==> config.mk <==
export PLATFORM = sky130hd
export DESIGN_NAME = fifo_rd_streamer
export DESIGN_NICKNAME = d
export VERILOG_FILES = /design/src/rtl/fifo_rd_streamer.sv
export SDC_FILE = /design/constraint.sdc
export NUM_CORES = 1
export LEC_CHECK = 0
export CAP_MARGIN = 20
export CORE_ASPECT_RATIO = 0.9
export CORE_MARGIN = 3
export CORE_UTILIZATION = 40
export CTS_CLUSTER_SIZE = 24
export DETAILED_ROUTE_END_ITERATION = 16
export PLACE_DENSITY_LB_ADDON = 0.08
export SYNTH_ARGS = -nofsm -noshare
export SYNTH_HDL_FRONTEND = slang
export SYNTH_SLANG_ARGS = --single-unit
==> constraint.sdc <==
create_clock -name rclk -period 1.9 [get_ports rclk]
set_input_delay 0.38 -clock rclk [delete_from_list [all_inputs] [get_ports rclk]]
set_output_delay 0.38 -clock rclk [all_outputs]
set_load 0.01 [all_outputs]
==> src/rtl/fifo_rd_streamer.sv <==
// fifo_rd_streamer: read-side consumer for the async FIFO (rclk domain only).
// Pops show-ahead words from the FIFO and presents them on an m_* valid/ready
// stream through a 2-entry buffer. The head entry is m_data itself.
// Optional: define FIFO_RD_STATS_EN to add pop_count / stall_cycles outputs.
module fifo_rd_streamer #(
   parameter int DATA_WIDTH = 8,
   parameter int BUF_DEPTH  = 2
) (
   input  logic                  rclk,
   input  logic                  rrst_n,
   input  logic                  en,
   input  logic [DATA_WIDTH-1:0] rdata,
   input  logic                  rempty,
   output logic                  rinc,
   output logic [DATA_WIDTH-1:0] m_data,
   output logic                  m_valid,
   input  logic                  m_ready,
   output logic                  busy,
   output logic [1:0]            cnt
`ifdef FIFO_RD_STATS_EN
   ,
   output logic [15:0]           pop_count,
   output logic [15:0]           stall_cycles
`endif
);

   // The buffer is hard-wired as head + tail registers; reject any other depth.
   generate
      if (BUF_DEPTH != 2) begin : g_bad_depth
         $error("fifo_rd_streamer: BUF_DEPTH must be 2");
      end
   endgenerate

   typedef enum logic [1:0] {IDLE, RUN, DRAIN} state_t;

   state_t                state, state_nxt;
   logic [DATA_WIDTH-1:0] tail_q;
   logic                  push, xfer;
   logic [1:0]            cnt_nxt;

   // Pop only when the FIFO has data and the buffer can absorb it this edge;
   // gating with rrst_n keeps rinc low asynchronously during reset.
   assign rinc    = rrst_n & ~rempty & (state == RUN) & ((cnt != 2'd2) | m_ready);
   assign push    = rinc;
   assign m_valid = (cnt != 2'd0);
   assign xfer    = m_valid & m_ready;
   assign cnt_nxt = cnt + {1'b0, push} - {1'b0, xfer};
   assign busy    = (state != IDLE);

   // Occupancy counter.
   always_ff @(posedge rclk or negedge rrst_n) begin
      if (!rrst_n) cnt <= 2'd0;
      else         cnt <= cnt_nxt;
   end

   // Buffer data path: head (m_data) and tail, kept in FIFO order.
   always_ff @(posedge rclk or negedge rrst_n) begin
      if (!rrst_n) begin
         m_data <= '0;
         tail_q <= '0;
      end else if (push && xfer) begin
         if (cnt == 2'd1) begin
            m_data <= rdata;
         end else begin
            m_data <= tail_q;
            tail_q <= rdata;
         end
      end else if (xfer) begin
         m_data <= tail_q;
      end else if (push) begin
         if (cnt == 2'd0) m_data <= rdata;
         else             tail_q <= rdata;
      end
   end

   // FSM state register.
   always_ff @(posedge rclk or negedge rrst_n) begin
      if (!rrst_n) state <= IDLE;
      else         state <= state_nxt;
   end

   // FSM next state: DRAIN lets buffered words leave after en drops.
   always_comb begin
      state_nxt = state;
      case (state)
         IDLE:    if (en) state_nxt = RUN;
         RUN:     if (!en) state_nxt = (cnt_nxt != 2'd0) ? DRAIN : IDLE;
         DRAIN: begin
            if (en)                     state_nxt = RUN;
            else if (cnt_nxt == 2'd0)   state_nxt = IDLE;
         end
         default: state_nxt = IDLE;
      endcase
   end

`ifdef FIFO_RD_STATS_EN
   // Pop counter wraps; stall counter saturates.
   always_ff @(posedge rclk or negedge rrst_n) begin
      if (!rrst_n) begin
         pop_count    <= 16'd0;
         stall_cycles <= 16'd0;
      end else begin
         if (rinc) pop_count <= pop_count + 16'd1;
         if (m_valid && !m_ready && (stall_cycles != 16'hFFFF))
            stall_cycles <= stall_cycles + 16'd1;
      end
   end
`endif

endmodule
Yosys cells after proc, flatten, opt, wreduce, memory -nomap -nowiden

Index checks and enable logic that the tools add are counted.

Output and inout port bits: 13
Register bits after elaboration: 20

Eq/ne operators: 10
Reduce and logical (&&, ||, !) cells: 13
Muxes and demuxes: 16
Add/sub/neg operators: 2
Bitwise logic cells: 6

Operator list:

| operator                                                              | count |
|---|---|
| 8-bit 2-to-1 mux                                                      | 10 |
| 2-bit 2-to-1 mux                                                      | 5 |
| 2-bit != test, second input constant                                  | 5 |
| 2-bit nonzero test                                                    | 4 |
| 2-bit zero test                                                       | 3 |
| 2-bit one-hot mux with 3 select lines                                 | 1 |
| 3-bit nonzero test                                                    | 2 |
| 1-bit AND                                                             | 4 |
| 2-bit by 1-bit equality test with 1-bit output, second input constant | 2 |
| 4-bit AND reduction                                                   | 1 |
| 3-bit != test, second input constant                                  | 1 |
| 3-bit AND reduction                                                   | 1 |
| 2-bit by 1-bit adder with 2-bit output                                | 1 |
| 2-bit equality test, second input constant                            | 1 |
| 2-bit by 1-bit != test with 1-bit output, second input constant       | 1 |
| 2-bit AND reduction                                                   | 1 |
| 2-bit by 1-bit subtractor with 2-bit output                           | 1 |
| 1-bit logical AND                                                     | 1 |
| 1-bit NOT                                                             | 1 |
| 1-bit bitwise OR                                                      | 1 |

Logic depth before layout (Yosys ltp)

Gate-level depths: netlist of the first run.

Depth after elaboration: 10
Mapped depth: 10
Gate-level depth less buffers: 9

Worst setup path after synthesis of the first run

Ideal clock, no wire load.

Path kind: flip-flop to flip-flop
Start: register cnt[1]
End: register state[1]
Library setup time: 0.086 ns
Stages on the path, launching flop included: 11
Arrival time: 1.911 ns
Clock period less this slack: 1.997 ns
Path slack: -0.097 ns
Data required time: 1.814 ns
Cells stage by stage: dfrtp_1 buf_6 or2_4 and2_4 ha_1 inv_1 ha_1 xnor2_1 xnor2_1 nor2_1 nor3_1

RTL lines:

| element                                       | line | RTL |
|---|---|---|
| from (decl)                                   | 19   | `output logic [1:0] cnt` |
| from (signal assigned)                        | 53   | `else cnt <= cnt_nxt;` |
| 2-bit nonzero test *                          | 45   | `assign m_valid = (cnt != 2'd0);` |
| via m_valid                                   | 16   | `output logic m_valid,` |
| 1-bit AND *                                   | 46   | `assign xfer = m_valid & m_ready;` |
| 2-bit by 1-bit subtractor with 2-bit output * | 47   | `assign cnt_nxt = cnt + {1'b0, push} - {1'b0, xfer};` |
| via cnt_nxt[1]                                | 39   | `logic [1:0] cnt_nxt;` |
| 2-bit nonzero test                            | 87   | `RUN: if (!en) state_nxt = (cnt_nxt != 2'd0) ? DRAIN : IDLE;` |
| 2-bit 2-to-1 mux (2 in series)                | 87   |  |
| 2-bit one-hot mux with 3 select lines         | 85   | `case (state)` |
| to (signal assigned)                          | 79   | `else state <= state_nxt;` |
| to (decl)                                     | 36   | `state_t state, state_nxt;` |

Mark *: on every way through the listed nets, which the timed path passes. The rest lies on a longest branch. The select of a mux whose other input is x is not followed.
A chain may end at the register's enable or synchronous reset.

Final worst setup path of the first run

Start: register cnt[1]
End: register state[1]

Longest elaborated chain between the ends: 9

RTL lines:

| element                                       | line | RTL |
|---|---|---|
| 2-bit != test                                 | 43   | `assign rinc = rrst_n & ~rempty & (state == RUN) & ((cnt != 2'd2) \| m_ready);` |
| 1-bit bitwise OR                              | 43   |  |
| 1-bit AND                                     | 43   |  |
| 2-bit by 1-bit adder with 2-bit output        | 47   |  |
| 2-bit by 1-bit subtractor with 2-bit output * | 47   |  |
| via cnt_nxt[1]                                | 39   |  |
| 2-bit nonzero test                            | 87   |  |
| 2-bit 2-to-1 mux (2 in series)                | 87   |  |
| 2-bit one-hot mux with 3 select lines         | 85   |  |

Marks and branches as above.

==> metrics.cfg, run 1 <==
[run_status]
outcome=completed

[synthesis]
yosys_warnings=0
synth_top_area_share_pct=52.02
syn_inst=74
synth_top_cell_by_area=dfrtp_1
ys_types=23
yosysSeqAreaShare_pct=52.02
synthTopCellsByArea=dfrtp_1, mux2_1, o221a_1
ys_ff_latch=20
syn_area_sq_um=962.2
avgSynthCellArea_sq_um=13.00
synth_fp_nets=89

[clocking]
clock_path_buffers=2
cts_htree_levels=1
tritoncts=done
cts-hold-fix-buffers=0
cts_inserted_buffers=3
clock_sinks=20
path_clk_slew_ps=120
clk_latency_ps=300
clock-root-buffer=clkbuf_4

[sta]
slew_headroom_pct=78.19
finalCritPeriodShare_pct=98.41
rsz0062_at_grt=true
finClkSkew_ps=8.372
worstMarginPinSlew_ps=326.1
fmax_ghz=0.5348
setup_violations=0
period_minus_slack_ps=1870
hold_viol=0
drv_slew=0

[routing]
first_pass_iters=4
drcViolationCount=0
routed_wl_um=2023
vias_per_cell=4.986
vias=718
drt.antenna.violating_nets=0
wire_per_inst_um=14.05
drt_iter0_markers=18

[floorplanning]
die_h_um=52.53
ios=26
core_sq_um=2222
die_area_sq_um=3031
start_util_pct=43.30
num_rows=16
die_x_um=57.70

[placement]
place_congestion=0.7450
dp_hpwl_um=1537
postPlaceCellArea_sq_um=1346
portBuffers=25

[cells_and_area]
multi_input_area_sq_um=486.7
insertedDiodeCount=0
fin_nets=133
post-route-util_pct=65.37
syn_to_final_growth_pct=50.97
regArea_sq_um=500.5
drive_above_1_share_pct=28.21
fin_area_sq_um=1453
n_fill_cell=170

[worst_setup_path]
reg2reg_to=state[1]$_DFFE_PN0P_
crit_end=state[1]$_DFFE_PN0P_
required_ps=2130
path_class=flip-flop to flip-flop
cp-end-kind=flip-flop
rr_worst_depth=9
startpoint_type=flip-flop
r2r_start=cnt[1]$_DFF_PN0_
crit_fanout=3
crit_start=cnt[1]$_DFF_PN0_
r2r_slack_ps=30
arrival_ps=2100

[min_path]
min_path_type=input port to asynchronous set/reset pin

[grt]
gr-usage-all-layers_pct=15.12
grt-ovfl-total=0
grt_max_degree=21
grt_pass1_vias=764
grt_pass1_wl_um=3463
antenna_found_initial=0

[power]
powerDensity_nw_per_um2=1561
ir_worst_vdd_mv=0.9603
power.leakage_nw=0.6247
p_total_mw=2.267

[job]
cap_violations=0

## worst max-delay path, stage by stage, from the launching register on
cell and delay (ps):
dfrtp_1 400, or2_4 260, and2_4 150, ha_4 250, inv_2 30, ha_4 160, xnor2_4 170, xnor2_2 130
nor2_1 70, nor3_1 170
## power breakdown
part	leakage (nW)	internal (mW)	total, mW	switching, mW
registers	0.239	0.636	0.743	0.107
clock network	0.0279	0.213	0.346	0.133
logic	0.357	0.718	1.18	0.460
## metal layers
| metal | vias to the layer above | share of wire [%] | global-route usage [%] |
|---|---|---|---|
| met2 | 14 | 50 | 24.62 |
| met5 | - | 0 | 0 |
| met1 | 347 | 45 | 19.94 |
| li1 | 355 | - | - |
| met4 | 0 | 0.40 | 2.317 |
| met3 | 2 | 4.3 | 4.926 |
## cells in the mapped netlist
| cell type | number |
|---|---|
| nor2_1 | 5 |
| nand2b_4 | 1 |
| a221oi_2 | 1 |
| or2_2 | 1 |
| buf_6 | 2 |
| nor3_1 | 1 |
| mux2_1 | 8 |
| xnor2_1 | 3 |
| nand4bb_1 | 1 |
| a31o_1 | 1 |
| and2_4 | 1 |
| o32ai_1 | 1 |
| o221a_1 | 7 |
| a21oi_4 | 1 |
| a21boi_0 | 1 |
| dfrtp_1 | 20 |
| nand2_1 | 2 |
| or2_4 | 2 |
| and2_1 | 1 |
| nand2b_1 | 8 |
| ha_1 | 2 |
| inv_1 | 2 |
| a21oi_1 | 2 |
## repair_timing
item	4_1_cts	5_1_grt
pin swaps	1	1
endpoints found under the setup margin	3	3
setup buffers	1	3
endpoints found under the hold margin	0	0
gates resized for setup	1	4
## worst min-delay path by stage
stage | startpoint | end | slack, ps | cells after the start
floorplan | rrst_n | cnt[0]$_DFF_PN0_ | 80 | 0
global placement | tail_q[1]$_DFFE_PN0P_ | tail_q[1]$_DFFE_PN0P_ | 460 | 1
detailed placement | tail_q[0]$_DFFE_PN0P_ | tail_q[0]$_DFFE_PN0P_ | 470 | 1
CTS | rrst_n | state[0]$_DFFE_PN0P_ | 470 | 2
global route | rrst_n | state[0]$_DFFE_PN0P_ | 470 | 2
finish | rrst_n | state[0]$_DFFE_PN0P_ | 460 | 2
## final cells by class
cell class              instances  area share (%)
clock buffers                   3           1.550
multi-input cells              50           33.51
flip-flops and latches         20           34.45
clock inverters                 1           2.067
inverters                       2          0.5168
well taps                      27           2.326
repair buffers                 41           25.58
## through the flow
stage	setup TNS [ps]	worst slack, ps	hold WS, ps	instances
CTS	0	1.982	470.4	141
global placement	-1179	-257.4	458.5	136
detailed placement	-1443	-264.7	466.1	136
global route	-114.2	-70.02	472.4	144
floorplan	-92.67	-92.67	84.41	74
finish	0	30.15	463.9	144
## flip-flops by register name, indices dropped and copies added, names as in the netlist
signal	count
m_data	8
cnt	2
state	2
tail_q	8
## cells by family (layout without fill, tap and decap cells)
group,count (synthesis),after routing,synth area share (%)
AO/OA/AOI/OAI,14,14,15.09
XOR/XNOR,3,3,2.731
adder cells (fa/ha/maj),2,2,2.600
buffers and inverters,4,47,3.121
flip-flops,20,20,52.02
multiplexers,8,8,9.363
AND/OR/NAND/NOR,23,23,15.09
## placed cells by master (no fill, tap or decap), types with 2 or more instances in the layout
master / n
nor2_1: 5
clkbuf_4: 3
dfrtp_1: 20
or2_4: 2
o221a_1: 7
ha_4: 2
clkdlybuf4s50_1: 23
nand2b_1: 8
mux2_1: 8
nand2_1: 2
buf_4: 16
No activity file was read; power rests on OpenSTA's default activity.
==> run 2, diff against run 1 <==
--- a/config.mk
+++ b/config.mk
@@ -7,7 +7,7 @@
 export LEC_CHECK = 0
 export CAP_MARGIN = 20
 export CORE_ASPECT_RATIO = 0.9
-export CORE_MARGIN = 3
+export CORE_MARGIN = 2
 export CORE_UTILIZATION = 40
 export CTS_CLUSTER_SIZE = 24
 export DETAILED_ROUTE_END_ITERATION = 16
==> run 2 against run 1 <==
  * Flip-flop and latch count did not move
  * Hold slack improved by 16 ps
  * Global-route usage rose by 1.3 points
  * Total power fell by 1.6%
  * Largest power group unchanged
  * Setup slack got worse by 14 ps
  * Clock skew fell by 7.8 ps
  * Count of clock-buffer cells in the layout did not move
==> metrics.cfg, run 2 (same netlist as run 1, synthesis figures left out) <==
[run_status]
outcome=completed

[clocking]
tritoncts=done
path_clk_slew_ps=110
clock_path_buffers=2
cts_htree_levels=1
clk_latency_ps=300
clock_sinks=20
clock-root-buffer=clkbuf_4
cts_inserted_buffers=3

[floorplanning]
ios=26
die_x_um=55.70
die_area_sq_um=2815
num_rows=16
core_sq_um=2222
start_util_pct=43.30
die_h_um=50.53

[worst_setup_path]
crit_chain=or2_4, and2_4, ha_4, inv_2, ha_4, xnor2_2, xnor2_1, nor2_1, nor3_1
cpPeakStageDelay_ps=390
cp_slowest_cell=dfrtp_1
required_ps=2120
crit_fanout=3
crit_top_cell=ha_4
cp-end-kind=flip-flop
crit_start=cnt[1]$_DFF_PN0_
rr_worst_depth=9
startpoint_type=flip-flop
arrival_ps=2110
crit_end=state[1]$_DFFE_PN0P_
path_class=flip-flop to flip-flop
r2r_slack_ps=20
r2r_start=cnt[1]$_DFF_PN0_
reg2reg_to=state[1]$_DFFE_PN0P_

[power]
p_total_mw=2.232
power.leakage_nw=0.6077
ir_worst_vdd_mv=0.9599
powerDensity_nw_per_um2=1569

[sta]
hold_viol=0
finalCritPeriodShare_pct=99.14
period_minus_slack_ps=1884
setup_violations=0
rsz0062_at_grt=true
slew_headroom_pct=78.16
finClkSkew_ps=0.5471
drv_slew=0
fmax_ghz=0.5309
worstMarginPinSlew_ps=326.6

[grt]
grt_max_degree=21
gr-usage-all-layers_pct=16.42
grt_pass1_wl_um=3491
grt_pass1_vias=750
grt-ovfl-total=0
antenna_found_initial=0

[cells_and_area]
insertedDiodeCount=0
mostFrequentLayoutCells=clkdlybuf4s50_1, dfrtp_1, buf_4
final_common_cell=clkdlybuf4s50_1
biggestRegsByFlops=m_data: 8 flops, tail_q: 8 flops
drive_above_1_share_pct=27.59
syn_to_final_growth_pct=47.85
post-route-util_pct=64.02
fin_nets=132

[placement]
portBuffers=25
dp_hpwl_um=1572
place_congestion=0.6934

[routing]
first_pass_iters=4
vias=746
routed_wl_um=2114
drcViolationCount=0
drt.antenna.violating_nets=0
wire_per_inst_um=14.78
drt_iter0_markers=7
vias_per_cell=5.217

[min_path]
min_path_type=input port to asynchronous set/reset pin

[job]
cap_violations=0

## run 2: final cells by class
type / instances / area [sq um]
inverters: 2 / 7.507
well taps: 27 / 33.78
clock inverters: 1 / 30.03
clock buffers: 3 / 22.52
flip-flops and latches: 20 / 500.5
fillers: 169 / 799.5
multi-input cells: 50 / 467.9
repair buffers: 40 / 360.3
## run 2: worst min-delay path by stage
stage	startpoint	to	slack, ps	depth (start not counted)
finish	rrst_n	m_data[5]$_DFFE_PN0P_	480	2
global route	rrst_n	tail_q[4]$_DFFE_PN0P_	490	2
CTS	rrst_n	m_data[5]$_DFFE_PN0P_	480	2
detailed placement	tail_q[0]$_DFFE_PN0P_	tail_q[0]$_DFFE_PN0P_	470	1
global placement	tail_q[7]$_DFFE_PN0P_	tail_q[7]$_DFFE_PN0P_	460	1
floorplan	rrst_n	cnt[0]$_DFF_PN0_	80	0
## run 2: critical path, delay by kind of cell (launching register included)
kind	cells	cell delay [ps]
and+or+nand+nor	4	650
buffers and inverters	1	30
DFF	1	390
xor gates and xnor gates	2	330
adders and majority gates	2	400
## run 2: per-stage QoR
stage | cells | hold WS [ps] | area (sq um) | TNS, ps | setup slack [ps]
4_1_cts | 141 | 481.8 | 1409 | 0 | 2.419
6_report | 143 | 479.7 | 1423 | 0 | 16.26
3_5_place_dp | 135 | 465.8 | 1339 | -1745 | -315.6
3_3_place_gp | 135 | 458.2 | 1339 | -1358 | -278.9
2_1_floorplan | 74 | 84.41 | 994.7 | -92.67 | -92.67
5_1_grt | 143 | 492.9 | 1423 | -64.65 | -57.55
## run 2: power breakdown
group | switching (mW) | internal [mW] | total [mW] | leakage, nW
combinational | 0.463 | 0.680 | 1.14 | 0.340
sequential | 0.106 | 0.636 | 0.743 | 0.239
clock | 0.133 | 0.213 | 0.347 | 0.0279
total | 0.703 | 1.53 | 2.23 | 0.608
## run 2: timing repair
action                     CTS  global route
gates cloned                 0             0
hold buffers                 0             0
setup endpoints to repair    3             3
pin swaps                    2             3
resized for setup            2             3
buffers inserted             2             2
## run 2: routing by layer
metal	track usage [%]	up-vias	part of all wire [%]
li1	-	352	-
met1	19.87	371	46
met2	26.19	19	47
met3	7.216	4	5.3
met4	5.691	0	1.9
met5	0	-	0
==> RTL change 1 (config.mk and constraints of run 2) <==
Put one more register stage on the output `cnt`. The value now appears one clock later. The other outputs are not delayed to match.
--- a/src/rtl/fifo_rd_streamer.sv
+++ b/src/rtl/fifo_rd_streamer.sv
@@ -24,6 +24,8 @@
 `endif
 );
 
+   logic [1:0] cnt_s0;
+
    // The buffer is hard-wired as head + tail registers; reject any other depth.
    generate
       if (BUF_DEPTH != 2) begin : g_bad_depth
@@ -40,17 +42,17 @@
 
    // Pop only when the FIFO has data and the buffer can absorb it this edge;
    // gating with rrst_n keeps rinc low asynchronously during reset.
-   assign rinc    = rrst_n & ~rempty & (state == RUN) & ((cnt != 2'd2) | m_ready);
+   assign rinc    = rrst_n & ~rempty & (state == RUN) & ((cnt_s0 != 2'd2) | m_ready);
    assign push    = rinc;
-   assign m_valid = (cnt != 2'd0);
+   assign m_valid = (cnt_s0 != 2'd0);
    assign xfer    = m_valid & m_ready;
-   assign cnt_nxt = cnt + {1'b0, push} - {1'b0, xfer};
+   assign cnt_nxt = cnt_s0 + {1'b0, push} - {1'b0, xfer};
    assign busy    = (state != IDLE);
 
    // Occupancy counter.
    always_ff @(posedge rclk or negedge rrst_n) begin
-      if (!rrst_n) cnt <= 2'd0;
-      else         cnt <= cnt_nxt;
+      if (!rrst_n) cnt_s0 <= 2'd0;
+      else         cnt_s0 <= cnt_nxt;
    end
 
    // Buffer data path: head (m_data) and tail, kept in FIFO order.
@@ -59,7 +61,7 @@
          m_data <= '0;
          tail_q <= '0;
       end else if (push && xfer) begin
-         if (cnt == 2'd1) begin
+         if (cnt_s0 == 2'd1) begin
             m_data <= rdata;
          end else begin
             m_data <= tail_q;
@@ -68,7 +70,7 @@
       end else if (xfer) begin
          m_data <= tail_q;
       end else if (push) begin
-         if (cnt == 2'd0) m_data <= rdata;
+         if (cnt_s0 == 2'd0) m_data <= rdata;
          else             tail_q <= rdata;
       end
    end
@@ -107,4 +109,8 @@
    end
 `endif
 
+   always_ff @(posedge rclk) begin
+      cnt <= cnt_s0;
+   end
+
 endmodule
Formal check against the unedited RTL: not equivalent (Yosys sat finds a counterexample within 4 cycles, from zero or initial values and one cycle with rrst_n low).
==> RTL change 1 against run 2 <==
Setup slack gained 0.0093 ns. Sequential cell count increased by 2. Count of clock-buffer cells in the layout increased by 1. Synthesized cell count grew 2.7%. Wire length down 3.5%. Total power is 0.32% lower. Clock skew up 0.0046 ns. Synthesized area grew 4.2%. Die area grew 3.8%. Design area up 2.7%. Global-route usage is 0.33 points higher. Critical endpoint is now cnt_s0[1]$_DFF_PN0_. Largest power group unchanged. Highest routed layer unchanged.
==> RTL change 1: results (changes against run 2) <==
Run status
  – Outcome: finished clean

Final layout
  – Final-layout fill cell count: 225 (+33%)
  – Register area: 541 um^2 (+8.0%)
  – Finished Layout Cells: 146 (+2.1%)
  – Layout cell share with drive strength beyond 1: 27.1% (-0.47 points)
  – Nets: 134 (+1.5%)

Detailed routing
  – Routed met3 length: 137 um (+23%)
  – Per-cell routed wire length: 14.0 um (-5.5%)
  – Met2 wire len: 911 um (-8.6%)
  – Via density: 5.05 (-3.2%)
  – Met1 Wirelength: 974 um (+1.0%)

Timing
  – Max Clock Freq: 533 MHz (+0.49%)
  – Clock Skews: 0.00511 ns (+0.00456 ns)

Power
  – Pwr Total: 2.22 mW (-0.32%)
  – Comb pwr: 1.19 mW (+4%)
  – Clock network fraction of total power: 10.0% (-5.5 points)
  – Total internal power: 1.51 mW (-1.3%)
  – Max VDD drop: 0.000790 V (-18%)
  – Pleak: 0.619 nW (+1.9%)

Global routing
  – First-pass GRT wire length: 3680 um (+5.3%)
  – Met1 GRT Util: 21.4% (+1.5 points)
  – Initial antenna violation count: 0 (unchanged)
  – Met2 Use GR: 27.1% (+0.94 points)
  – Global Route Usage Sum: 16.7% (+0.33 points)
  – Vias in the first global route: 778 (+3.7%)

Placement
  – DP HPWL: 1460 um (-7.3%)
  – Post-Place Cells: 138 (+2.2%)
  – Worst slack, placed: -0.313 ns (+0.00297 ns)
  – Routability-driven placement congestion ratio: 0.744 (+7.2%)
  – Placed cell area: 1380 um^2 (+3.1%)

Worst setup path
  – Reg2Reg Depth: 9 (unchanged)
  – CP startpoint: cnt_s0[0]$_DFF_PN0_
  – CP endpoint: cnt_s0[1]$_DFF_PN0_

Synthesis
  – Sequential fraction of the synthesis area: 53.9% (+1.9 points)
  – Mux share of post-synthesis cell area: 8.99% (-0.37 points)
  – Top post-synthesis cells by area: dfrtp_1, mux2_1, o221a_1, nand2b_1, dfxtp_1
  – Synth Area in XOR/XNOR: 2.62% (-0.11 points)
  – Gate Count Post-Synth: 76 (+2.7%)
  – Syn Nets: 91 (+2.2%)
  – Compound-Gate Fraction of Synth Area: 14.5% (-0.60 points)
  – Adder-Cell Fraction of Synth Area: 2.50% (-0.10 points)
  – Ys async rst share: 90.9% (-9.1 points)

Clock network
  – Post_cts resized: 6 (+4)
  – CTS Buf Count: 3 (unchanged)
RTL change 1: cell count changes in the layout (fill, tap and decap cells not counted):
| cell | before | now |
|---|---|---|
| dfxtp_1 | 0 | 2 |
| bufinv_16 | 1 | 0 |
| clkbuf_1 | 0 | 1 |
| clkbuf_2 | 1 | 0 |
| clkdlybuf4s15_2 | 0 | 1 |
| clkdlybuf4s50_1 | 23 | 22 |
| dlygate4sd2_1 | 0 | 1 |
| xnor2_1 | 2 | 1 |
| xnor2_4 | 0 | 1 |
RTL change 1: area by class of cell:
class                   count  area share (%)
inverters                   2           0.514
flip-flops and latches     22            37.0
repair buffers             40            25.0
multi-input cells          50            33.3
clock buffers               4            1.80
well taps                  28            2.40
RTL change 1: worst max-delay path, delay by kind of cell (launching register included):
family                   cells  cell delay, ns
buffers and inverters        3            0.29
flip-flops                   1            0.40
adder cells (fa/ha/maj)      2            0.42
XOR/XNOR                     2            0.27
AND/OR/NAND/NOR              2            0.41
==> RTL change 2 (config.mk and constraints of run 2) <==
Made on the original files. `DATA_WIDTH`: 8 -> 12.
--- a/src/rtl/fifo_rd_streamer.sv
+++ b/src/rtl/fifo_rd_streamer.sv
@@ -3,7 +3,7 @@
 // stream through a 2-entry buffer. The head entry is m_data itself.
 // Optional: define FIFO_RD_STATS_EN to add pop_count / stall_cycles outputs.
 module fifo_rd_streamer #(
-   parameter int DATA_WIDTH = 8,
+   parameter int DATA_WIDTH = 12,
    parameter int BUF_DEPTH  = 2
 ) (
    input  logic                  rclk,
Ports: changed (resized m_data and rdata); port bits go from 26 to 34. No check against the original RTL was run, so the function may have changed too.
==> RTL change 2 against run 2 <==
Core utilization decreased by 4.1 points. Design area increased by 29%. Non-clock buffer count increased by 7. Sequential cell count increased by 8. Setup slack improved by 0.0076 ns. Synthesized area increased by 35%. Maximum frequency increased by 0.40%. Clock skew increased by 0.00095 ns. Wire length increased by 22%. Sequential share of layout area increased by 3.0 points. Count of clock-buffer cells in the layout increased by 1. Total power increased by 23%. Final cell count increased by 29%. Largest cell class unchanged.
==> RTL change 2: results (changes against run 2) <==
Run status
  – Outcome: finished clean

Global routing
  – First-pass GRT wire length: 4370 um (+25%)
  – Largest net degree at the start of global routing: 29 (+38%)
  – Vias in the first global route: 918 (+22%)
  – Initial antenna violation count: 0 (unchanged)
  – Global Route Usage Sum: 15.2% (-1.2 points)

Worst setup path
  – Critical path peak fanout: 3 (unchanged)
  – Reg-to-reg slack, setup: ~0.024 ns
  – Reg2reg start: cnt[1]$_DFF_PN0_
  – Reg2Reg Depth: 9 (unchanged)
  – Critical R2R Capture: state[1]$_DFFE_PN0P_
  – CP arrival: 2.13 ns (+0.02 ns)

Placement
  – Post-Place Cells: 178 (+32%)
  – DP HPWL: 1890 um (+20%)
  – Routability-driven placement congestion ratio: 0.742 (+7.0%)
  – I/O Buffers: 33 (+32%)
  – Placed cell area: 1760 um^2 (+31%)
  – Worst slack, placed: -0.280 ns (+0.0356 ns)

Final layout
  – # diodes: 0 (unchanged)
  – Nets: 163 (+23%)
  – Top Registers: m_data: 12 flops, tail_q: 12 flops
  – Finished Layout Cells: 185 (+29%)
  – Final-layout fill cell count: 252 (+49%)
  – Layout cell share with drive strength beyond 1: 24.5% (-3.1 points)

Synthesis
  – Ys flop type: dfrtp_1
  – Ys async rst share: 100% (unchanged)
  – Syn Nets: 116 (+30%)
  – Sequential fraction of the synthesis area: 54.0% (+2.0 points)
  – Top post-synthesis cells by area: dfrtp_1, o221a_1, mux2_1, nand2b_1, nand4bb_4
  – Top cells by instance count after synthesis: dfrtp_1, nand2b_1, o221a_1
  – Yosys cell types: 27 (+17%)
  – Gate Count Post-Synth: 97 (+31%)
  – Synth Warn #: 0 (unchanged)

Clock network
  – CTS Buffer Depth: 2 (unchanged)
  – H-tree depth: 1 (unchanged)
  – Root Buffer: clkbuf_4
  – Worst skew pair latency: 0.32 ns (+0.02 ns)
  – Clock transition at path regs: 0.14 ns (+0.03 ns)
  – CTS Buf Count: 3 (unchanged)

Detailed routing
  – Drt first pass iters: 4 (unchanged)
  – Drt initial violations: 15 (+8)
  – Via density: 5.03 (-3.5%)
  – Per-cell routed wire length: 14.0 um (-5.6%)

Worst hold path
  – Worst min path class: flop to flop
  – Hold-critical path depth: 1
  – Hold Path End: tail_q[8]$_DFFE_PN0P_
  – Min-delay src: tail_q[8]$_DFFE_PN0P_

Timing
  – Setup_tns: 0 ns (unchanged)
  – Relative slew margins: 69.5% (-8.6 points)
  – Clock Skews: 0.00150 ns (+0.000950 ns)

Power
  – Pleak: 0.758 nW (+25%)
  – Sw frac: 31.6% (+0.072 points)
  – Max VDD drop: 0.000813 V (-15%)
==> RTL change 2: changes by cell type in the layout (fill, tap and decap cells not counted), moves of 2 or more <==
cell	before	now
clkdlybuf4s50_1	23	31
dfrtp_1	20	27
mux2_1	8	10
mux2_2	0	2
nand2b_1	8	12
o221a_1	7	11
==> RTL change 2: worst max path at each step <==
| stage | cells after the start | slack (ns) | endpoint | start |
|---|---|---|---|---|
| 2_1_floorplan | 10 | -0.09 | state[1]$_DFFE_PN0P_ | cnt[1]$_DFF_PN0_ |
| 3_5_place_dp | 4 | -0.28 | rinc | rrst_n |
| 3_3_place_gp | 4 | -0.25 | rinc | rrst_n |
| 6_report | 9 | 0.02 | state[1]$_DFFE_PN0P_ | cnt[1]$_DFF_PN0_ |
| 5_1_grt | 9 | -0.05 | state[1]$_DFFE_PN0P_ | cnt[1]$_DFF_PN0_ |
| 4_1_cts | 4 | 0.01 | rinc | rrst_n |
==> RTL change 2: logic make-up after synthesis <==
group | synth area share, %
AOI/OAI and AO/OA | 13.6
xor gates and xnor gates | 2.03
adders and majority gates | 1.93
buffers and inverters | 3.57
DFF | 54.0
muxes | 10.4
and+or+nand+nor | 14.5
==> RTL change 2: timing repair <==
action / CTS / global route
pin swaps: 2 / 3
resized for setup: 5 / 2
buffers inserted: 2 / 1
endpoints found under the setup margin: 3 / 2
==> RTL change 2: power groups by stage <==
stage,Sequential (mW),Combinational [mW],Clock [mW]
after floorplan,1.11,0.716,0
after global placement,1.04,1.31,0
after detailed placement,1.06,1.34,0
after CTS,1.04,1.38,0.297
after global routing,1.08,1.54,0.323
final,1.04,1.42,0.282
==> RTL change 2: critical path, stage by stage (launching register included) <==
cell and delay, ns:
dfrtp_1 0.41, or2_4 0.26, and2_4 0.15, ha_4 0.25, inv_2 0.03, ha_4 0.16, xnor2_4 0.13, xnor2_2 0.19
nor2_1 0.06, nor3_1 0.16
==> RTL change 2: metal layers <==
metal / vias up / global-route usage (%) / routed length [um]
li1: 443 / - / -
met1: 463 / 20.5 / 1180
met2: 23 / 24.9 / 1260
met3: 2 / 5.05 / 139
met4: 0 / 1.86 / 8
met5: - / 0 / 0
==> RTL change 2: layout make-up <==
class	count	area, um^2	share of cell area, %
Clock buffer	4	36.3	1.97
Inverter	2	7.51	0.408
Multi-Input combinational cell	62	606	32.9
Sequential cell	28	702	38.2
Tap cell	42	52.6	2.86
Timing Repair Buffer	47	434	23.6
==> RTL change 2: through the flow <==
stage	power [mW]	hold WS, ns
floorplan	1.83	0.0844
global placement	2.35	0.459
detailed placement	2.40	0.469
CTS	2.72	0.501
global route	2.94	0.530
finish	2.74	0.495
